### config.mk
export PLATFORM = sky130hd
export DESIGN_NAME = cir_col_feeder_flat
export DESIGN_NICKNAME = d
export VERILOG_FILES = /design/src/rtl/cir_col_feeder_if.sv /design/src/rtl/cir_col_feeder.sv /design/src/flat_wrapper.sv
export SDC_FILE = /design/constraint.sdc
export NUM_CORES = 1
export LEC_CHECK = 0
export CORE_MARGIN = 2
export CORE_UTILIZATION = 58
export DETAILED_ROUTE_END_ITERATION = 10
export PLACE_DENSITY = 0.88
export SYNTH_ARGS = -nofsm -noshare
export SYNTH_HDL_FRONTEND = slang
export SYNTH_SLANG_ARGS = --single-unit
### constraint.sdc
create_clock -name clk -period 6.6 [get_ports clk]
set_input_delay 1.32 -clock clk [delete_from_list [all_inputs] [get_ports clk]]
set_output_delay 1.32 -clock clk [all_outputs]
set_load 0.02 [all_outputs]
### src/rtl/cir_col_feeder_if.sv
// rtl/cir_col_feeder_if.sv - SRAM read port and window-register load port of the column feeder
`timescale 1ns/1ps
interface cir_col_feeder_if #(
  parameter int K_H    = 3,
  parameter int ADDR_W = 16
);
  logic                   mem_rd_en;
  logic [ADDR_W-1:0]      mem_addr;
  logic [7:0]             mem_rdata;
  logic                   hold;
  logic                   load_en;
  logic                   clear;
  logic [0:K_H-1][7:0]    col_data;
  logic                   win_valid;
  logic [ADDR_W-1:0]      win_row;
  logic [ADDR_W-1:0]      win_col;

  modport master (
    output mem_rd_en, mem_addr, load_en, clear, col_data, win_valid, win_row, win_col,
    input  mem_rdata, hold
  );

  modport slave (
    input  mem_rd_en, mem_addr, load_en, clear, col_data, win_valid, win_row, win_col,
    output mem_rdata, hold
  );
endinterface

### src/rtl/cir_col_feeder.sv
// rtl/cir_col_feeder.sv - fetches K_H-tall feature-map columns and feeds the window register
`timescale 1ns/1ps
module cir_col_feeder #(
  parameter int K_H    = 3,
  parameter int K_W    = 3,
  parameter int IMG_H  = 8,
  parameter int IMG_W  = 8,
  parameter int ADDR_W = 16
) (
  input  logic            clk,
  input  logic            rst,
  input  logic            start,
  output logic            busy,
  output logic            done,
  cir_col_feeder_if.master bus
);

  localparam int KB = (K_H > 1) ? $clog2(K_H) : 1;
  localparam logic [KB-1:0]     K_LAST  = KB'(K_H - 1);
  localparam logic [ADDR_W-1:0] C_LAST  = ADDR_W'(IMG_W - 1);
  localparam logic [ADDR_W-1:0] R_LAST  = ADDR_W'(IMG_H - K_H);
  localparam logic [ADDR_W-1:0] W_SPAN  = ADDR_W'(K_W - 1);
  localparam logic [ADDR_W-1:0] IMG_W_A = ADDR_W'(IMG_W);

  // The whole image must be byte-addressable within ADDR_W bits.
  if (64'(IMG_H) * 64'(IMG_W) > (64'd1 << ADDR_W)) begin : g_addr_too_narrow
    $error("cir_col_feeder: IMG_H*IMG_W does not fit in ADDR_W bits");
  end
  if (IMG_H < K_H || IMG_W < K_W) begin : g_image_too_small
    $error("cir_col_feeder: image smaller than kernel");
  end

  typedef enum logic [2:0] {
    S_IDLE,
    S_CLR,
    S_FETCH,
    S_WAIT,
    S_LOAD,
    S_FIN
  } state_t;

  state_t               state;
  state_t               state_nxt;
  logic [ADDR_W-1:0]    r0;
  logic [ADDR_W-1:0]    c;
  logic [KB-1:0]        k;
  logic                 rd_pend;
  logic [KB-1:0]        rd_idx;
  logic [0:K_H-1][7:0]  col_buf;
  logic [ADDR_W-1:0]    row_idx;
  logic                 load_fire;

  assign row_idx      = r0 + ADDR_W'(k);
  assign load_fire    = (state == S_LOAD) && !bus.hold;
  assign bus.col_data = col_buf;

  // State register; reset aborts any traversal without a done pulse.
  always_ff @(posedge clk or posedge rst) begin
    if (rst) state <= S_IDLE;
    else     state <= state_nxt;
  end

  // Next-state decode and the strobes that depend only on the current state.
  always_comb begin
    state_nxt     = state;
    bus.mem_rd_en = 1'b0;
    bus.mem_addr  = '0;
    bus.clear     = 1'b0;
    bus.load_en   = 1'b0;
    busy          = 1'b1;
    done          = 1'b0;
    case (state)
      S_IDLE: begin
        busy = 1'b0;
        if (start) state_nxt = S_CLR;
      end
      S_CLR: begin
        bus.clear = 1'b1;
        state_nxt = S_FETCH;
      end
      S_FETCH: begin
        bus.mem_rd_en = 1'b1;
        bus.mem_addr  = row_idx * IMG_W_A + c;
        if (k == K_LAST) state_nxt = S_WAIT;
      end
      S_WAIT: begin
        state_nxt = S_LOAD;
      end
      S_LOAD: begin
        if (!bus.hold) begin
          bus.load_en = 1'b1;
          if (c != C_LAST)       state_nxt = S_FETCH;
          else if (r0 != R_LAST) state_nxt = S_CLR;
          else                   state_nxt = S_FIN;
        end
      end
      S_FIN: begin
        done      = 1'b1;
        state_nxt = S_IDLE;
      end
      default: state_nxt = S_IDLE;
    endcase
  end

  // Band/column/read-index counters advance alongside the state machine.
  always_ff @(posedge clk or posedge rst) begin
    if (rst) begin
      r0 <= '0;
      c  <= '0;
      k  <= '0;
    end else begin
      case (state)
        S_IDLE: if (start) r0 <= '0;
        S_CLR: begin
          c <= '0;
          k <= '0;
        end
        S_FETCH: k <= (k == K_LAST) ? '0 : k + KB'(1);
        S_LOAD: begin
          if (!bus.hold) begin
            if (c != C_LAST)       c  <= c + ADDR_W'(1);
            else if (r0 != R_LAST) r0 <= r0 + ADDR_W'(1);
          end
        end
        default: ;
      endcase
    end
  end

  // SRAM data arrives one cycle after the strobe; steer it into the slot of the row it was read for.
  always_ff @(posedge clk or posedge rst) begin
    if (rst) begin
      rd_pend <= 1'b0;
      rd_idx  <= '0;
      col_buf <= '0;
    end else begin
      rd_pend <= (state == S_FETCH);
      rd_idx  <= k;
      if (rd_pend) col_buf[rd_idx] <= bus.mem_rdata;
    end
  end

  // Flag a full window the cycle after the K_W-th (or later) column of a band is loaded.
  always_ff @(posedge clk or posedge rst) begin
    if (rst) begin
      bus.win_valid <= 1'b0;
      bus.win_row   <= '0;
      bus.win_col   <= '0;
    end else begin
      bus.win_valid <= 1'b0;
      if (load_fire && c >= W_SPAN) begin
        bus.win_valid <= 1'b1;
        bus.win_row   <= r0;
        bus.win_col   <= c - W_SPAN;
      end
    end
  end

endmodule

### src/flat_wrapper.sv
// flat-port wrapper written by rule: the top's interface ports become plain ports
module cir_col_feeder_flat 
#(
  parameter int K_H    = 3,
  parameter int K_W    = 3,
  parameter int IMG_H  = 8,
  parameter int IMG_W  = 8,
  parameter int ADDR_W = 16
)
  (clk, rst, start, busy, done, bus_mem_rd_en, bus_mem_addr, bus_load_en, bus_clear, bus_col_data, bus_win_valid, bus_win_row, bus_win_col, bus_mem_rdata, bus_hold);
  cir_col_feeder_if #(.K_H(K_H), .ADDR_W(ADDR_W)) bus_i ();
  input  logic clk;
  input  logic rst;
  input  logic start;
  output logic busy;
  output logic done;
  output wire logic [$bits(bus_i.mem_rd_en)-1:0] bus_mem_rd_en;
  output wire logic [$bits(bus_i.mem_addr)-1:0] bus_mem_addr;
  output wire logic [$bits(bus_i.load_en)-1:0] bus_load_en;
  output wire logic [$bits(bus_i.clear)-1:0] bus_clear;
  output wire logic [$bits(bus_i.col_data)-1:0] bus_col_data;
  output wire logic [$bits(bus_i.win_valid)-1:0] bus_win_valid;
  output wire logic [$bits(bus_i.win_row)-1:0] bus_win_row;
  output wire logic [$bits(bus_i.win_col)-1:0] bus_win_col;
  input wire logic [$bits(bus_i.mem_rdata)-1:0] bus_mem_rdata;
  input wire logic [$bits(bus_i.hold)-1:0] bus_hold;
  assign bus_mem_rd_en = bus_i.mem_rd_en;
  assign bus_mem_addr = bus_i.mem_addr;
  assign bus_load_en = bus_i.load_en;
  assign bus_clear = bus_i.clear;
  assign bus_col_data = bus_i.col_data;
  assign bus_win_valid = bus_i.win_valid;
  assign bus_win_row = bus_i.win_row;
  assign bus_win_col = bus_i.win_col;
  assign bus_i.mem_rdata = bus_mem_rdata;
  assign bus_i.hold = bus_hold;
  cir_col_feeder #(.K_H(K_H), .K_W(K_W), .IMG_H(IMG_H), .IMG_W(IMG_W), .ADDR_W(ADDR_W)) u_core (.clk(clk), .rst(rst), .start(start), .busy(busy), .done(done), .bus(bus_i));
endmodule
# Yosys cells after proc, flatten, opt, wreduce, memory -nomap -nowiden
# Index checks and enable logic that the tools add are counted.
[totals] register_bits=97 inputBits=12 output_inout_bits=78
[op_classes] add_sub_neg=6 magnitude_cmp=3 eq_ne=14 n_mux=27 bitwise_logic=1 reduce_logical=11
[ops] op="$mux 16" count=7
[ops] op="$pmux 16 s2" count=2
[ops] op="$add 16x1->16 const B" count=2
[ops] op="$ne 16x3->1 const B" count=2
[ops] op="$bwmux 24" count=1
[ops] op="$add 16x16->16" count=1
[ops] op="$demux 8 s2" count=1
[ops] op="$ge 16x2->1 const B" count=1
[ops] op="$sub 16x2->16 const B" count=1
[ops] op="$mux 3" count=5
[ops] op="$pmux 3 s5" count=1
[ops] op="$add 13x2->13" count=1
[ops] op="$ne 2x2->1 const B" count=5
[ops] op="$mux 8" count=1
[ops] op="$mux 1" count=7
[ops] op="$eq 3x2->1 const B" count=2
[ops] op="$eq 3x3->1 const B" count=2
[ops] op="$reduce_and 3->1" count=2
[ops] op="$reduce_bool 2->1" count=3
[ops] op="$reduce_and 5->1" count=1
[ops] op="$pmux 2 s2" count=1
[ops] op="$eq 3x1->1 const B" count=1
[ops] op="$ge 3x3->1 const B" count=1
[ops] op="$logic_and 1x1->1" count=3
[ops] op="other kinds (8)" count=8

# Depth between registers and ports, before layout
[logic_depth] ltp_word=6 mapped_depth=12 ltp_nobuf=12

# Least setup slack after synthesis
# Ideal clock, no wire load.
[synth_timing] path_kind="register to output" start="reg u_core.r0[0]" end="out bus_mem_addr[15]" t_arrival_ns=2.771 slack_ns=2.509 path_stages_with_launch=11 n_path_buf=0 cell_sequence="dfrtp_1 ha_1 fa_1 xor2_1 ha_1 nor2b_1 o31ai_1 a21o_1 o31a_1 xnor2_1 nor2_1"
[synth_via] elab_chain_cells=3
[synth_lines] element="start, declared" line_no="cir_col_feeder.sv:44" text="logic [ADDR_W-1:0] r0;"
[synth_lines] element="start signal, assigned" line_no="cir_col_feeder.sv:122" text="else if (r0 != R_LAST) r0 <= r0 + ADDR_W'(1);"
[synth_lines] element="$add 13x2->13" line_no="cir_col_feeder.sv:53" text="assign row_idx = r0 + ADDR_W'(k);"
[synth_lines] element="$add 16x16->16" line_no="cir_col_feeder.sv:83" text="bus.mem_addr = row_idx * IMG_W_A + c;"
[synth_lines] element="$mux 16" line_no="cir_col_feeder.sv:72" text="case (state)"
[synth_lines] element="end, declared" line_no="flat_wrapper.sv:18" text="output wire logic [$bits(bus_i.mem_addr)-1:0] bus_mem_addr;"
# Every way passes these cells.

# Final worst setup path
[layout_timing] start="reg u_core.r0[0]" end="out bus_mem_addr[14]"
# Same word-level chain as after synthesis.

==> run summary <==
Top cells by area, synth: dfrtp_1 (45%), mux2_2 (5.0%), ha_1 (4.6%), xnor2_1 (4.5%), nand2_1 (3.8%)
Unrepaired setup endpoints after global routing: false
TritonRoute pass-1 iters: 6
Max-slew violations: 0
Crit share post-route: 80.6%
Antenna Nets Post-Route: 0
Pin count of the biggest net entering global routing: 77
# DRC: 0
MaxCap Viol Count: 0
H-tree depth: 3
Clk slew on worst S/H paths: 0.09 ns
Global router's overall resource usage: 26.0%
R2R cell count: 5
Initial antenna violation count: 0
Setup ws final: 1.28 ns
Most common cell after layout, fill and taps aside: dfrtp_1
Root buffer cell: clkbuf_8
CTS tree: yes
#FFs+latches synth: 97
Skew-Pair Late Insertion Delay: 0.37 ns
FILL cells: 641
CTS Hold Bufs: 0
Register area share after synthesis: 44.7%
Drt wl/cell: 17.4 microns
Worst path slowest cell: clkdlybuf4s50_1
Proportion of layout cells with a drive suffix above 1: 10.4%
PortBufs: 89
Cell Chain, Critical Path: ha_1 > fa_1 > xor2_1 > ha_1 > and3_1 > a221oi_1 > a21o_1 > o211ai_1 > a211oi_1 > a31o_2 > clkdlybuf4s50_1
Synth Flop Type: dfrtp_1
Util after Layout: 70.9%
Die W: 101 microns
CTS buffer count: 9
First-pass GRT wire length: 20900 microns
Status: complete, no violations
Final GP Congestion: 0.855
Syn Nets: 570
# clock sinks: 97
Ys async rst share: 100%
Area Overhead vs Synth: 19.6%
Vias in the first global route: 4266
Ports: 90
Area leader, netlist: dfrtp_1
Yosys warning count: 0
CTS max path bufs: 2
Row count: 35
Peak Freq: 0.188 GHz
Number of flops mapped to enable cells by yosys: 0
Core area: 9150 sq um
Placed cell area: 6290 sq um
Finished Cell Area: 6490 sq um
HPWL Detailed: 9150 microns
# resized after CTS: 0
Pre-CTS WS: 1.72 ns
Final hold vios: 0
Antenna cells: 0
CP Class: reg -> out
CP max stage delay: 0.59 ns
Clock skew: 0.00896 ns
Initial Util: 59.3%
Hold WS: 0.473 ns
Final setup viols: 0
Cells after Synth: 536
Fin crit period: 5.32 ns
Post-CTS Setup Bufs: 0
Pwr dens: 317 nW/um^2
Post-synth top area share: 44.7%
Remaining Overflow, GRT: 0
Post-layout net count: 645
Hold path cells: 0
Commonest non-fill, non-tap cells in the layout: dfrtp_1 (97), clkdlybuf4s50_1 (89), nand2_1 (55), nor2_1 (46), xnor2_1 (28)
Critical Path Fanout Max: 7
Crit path DAT: 4.00 ns
Relative slew margins: 28.0%
Worst Tran Pin Value: 1.08 ns
Most used cell, CP: ha_1
Synth cell types: 67
Peak supply drop: 0.181 mV
Final setup TNS: 0 ns
Crit end category: output port
CP Launch Type: flop
Mean post-synth cell area: 10.1 sq um
LEAKAGE: 2.88 nW
DIE HEIGHT: 101 microns
Vias post-DR: 4371
Die area: 10100 sq um
Drt total wl: 12600 microns
WP data required: 5.28 ns
Vias/cell: 6.02
Hold/Removal Path Class: reg -> reg
Synth Cell Area: 5430 sq um
Initial drt markers: 337
==> where the power goes <==
group / switching (mW) / total (mW) / internal (mW) / leakage (nW)
combinational: 0.442 / 0.827 / 0.385 / 1.50
clock: 0.207 / 0.390 / 0.183 / 0.0981
sequential: 0.111 / 0.844 / 0.734 / 1.28
==> final timing paths <==
kind / from / to / slack, ns
max: u_core.r0[0]$_DFFE_PP0P_ / bus_mem_addr[14] / 1.28
min: u_core.k[0]$_DFFE_PP0P_ / u_core.rd_idx[0]$_DFF_PP0_ / 0.47
max reg2reg: u_core.c[3]$_DFFE_PP0P_ / u_core.bus.win_row[4]$_DFFE_PP0P_ / 3.72
min reg2reg: u_core.k[0]$_DFFE_PP0P_ / u_core.rd_idx[0]$_DFF_PP0_ / 0.47
max in group asynchronous: rst / u_core.r0[3]$_DFFE_PP0P_ / 4.10
min in group asynchronous: rst / u_core.bus.col_data[12]$_DFFE_PP0P_ / 1.23
==> cells in the mapped netlist, types with 7 or more instances <==
cell type and instances:
dfrtp_1 97, nand2_1 55, nor2_1 46, xnor2_1 28, mux2_2 24, o21ai_0 22
ha_1 20, xor2_1 19, a21oi_1 17, inv_1 17, o21ai_1 16, mux2_1 14
nor3_1 14, nand3_1 12, nand4_1 12, buf_2 9, or3_1 9, a21o_1 7
==> metal layers <==
| metal | wire, microns | up-vias | track usage (%) | share of wire (%) |
|---|---|---|---|---|
| li1 | - | 2028 | - | - |
| met1 | 5030 | 2142 | 32.9 | 40 |
| met2 | 6500 | 174 | 45.3 | 52 |
| met3 | 748 | 27 | 4.02 | 5.9 |
| met4 | 324 | 0 | 9.38 | 2.6 |
| met5 | 0 | - | 0 | 0 |
==> critical path, delay by kind of cell (launching register included) <==
family | cells | cell delay (ns)
AOI/OAI and AO/OA | 5 | 1.12
DFF | 1 | 0.46
buffers and inverters | 1 | 0.59
adders and majority gates | 3 | 1.06
xor gates and xnor gates | 1 | 0.19
and+or+nand+nor | 1 | 0.20
==> through the flow <==
stage	cells	power [mW]
3_3_place_gp	711	1.64
4_1_cts	726	2.07
5_1_grt	726	2.16
2_1_floorplan	536	1.32
6_report	726	2.06
3_5_place_dp	711	1.68
==> flip-flops by register name, summed over array words and instances, names as in the netlist, 2 cells and up <==
signal and flops:
u_core.r0 16, u_core.state 3, u_core.bus.win_row 16, u_core.k 2
u_core.rd_idx 2, u_core.bus.col_data 24, u_core.c 16, u_core.bus.win_col 16
==> layout make-up <==
type / count / area (sq um) / share of cell area (%)
inverter: 18 / 68.8 / 1.06
tap: 111 / 139 / 2.14
timing repair buffer: 90 / 898 / 13.8
clock inverter: 5 / 56.3 / 0.867
multi-input combinational: 395 / 2760 / 42.6
clock buffer: 10 / 138 / 2.12
sequential: 97 / 2430 / 37.4
==> cells by family (layout without fill, tap and decap cells) <==
group                    Yosys count  count (layout)  share of synthesized area [%]
AND/OR/NAND/NOR                  194             194                           19.1
adder cells (fa/ha/maj)           22              22                           5.35
buffers and inverters             44             123                           4.43
multiplexers                      39              39                           8.07
XOR/XNOR                          47              47                           7.59
AO/OA/AOI/OAI                     93              93                           10.8
flip-flops                        97              97                           44.7
Power figures use the tool's default switching activity.
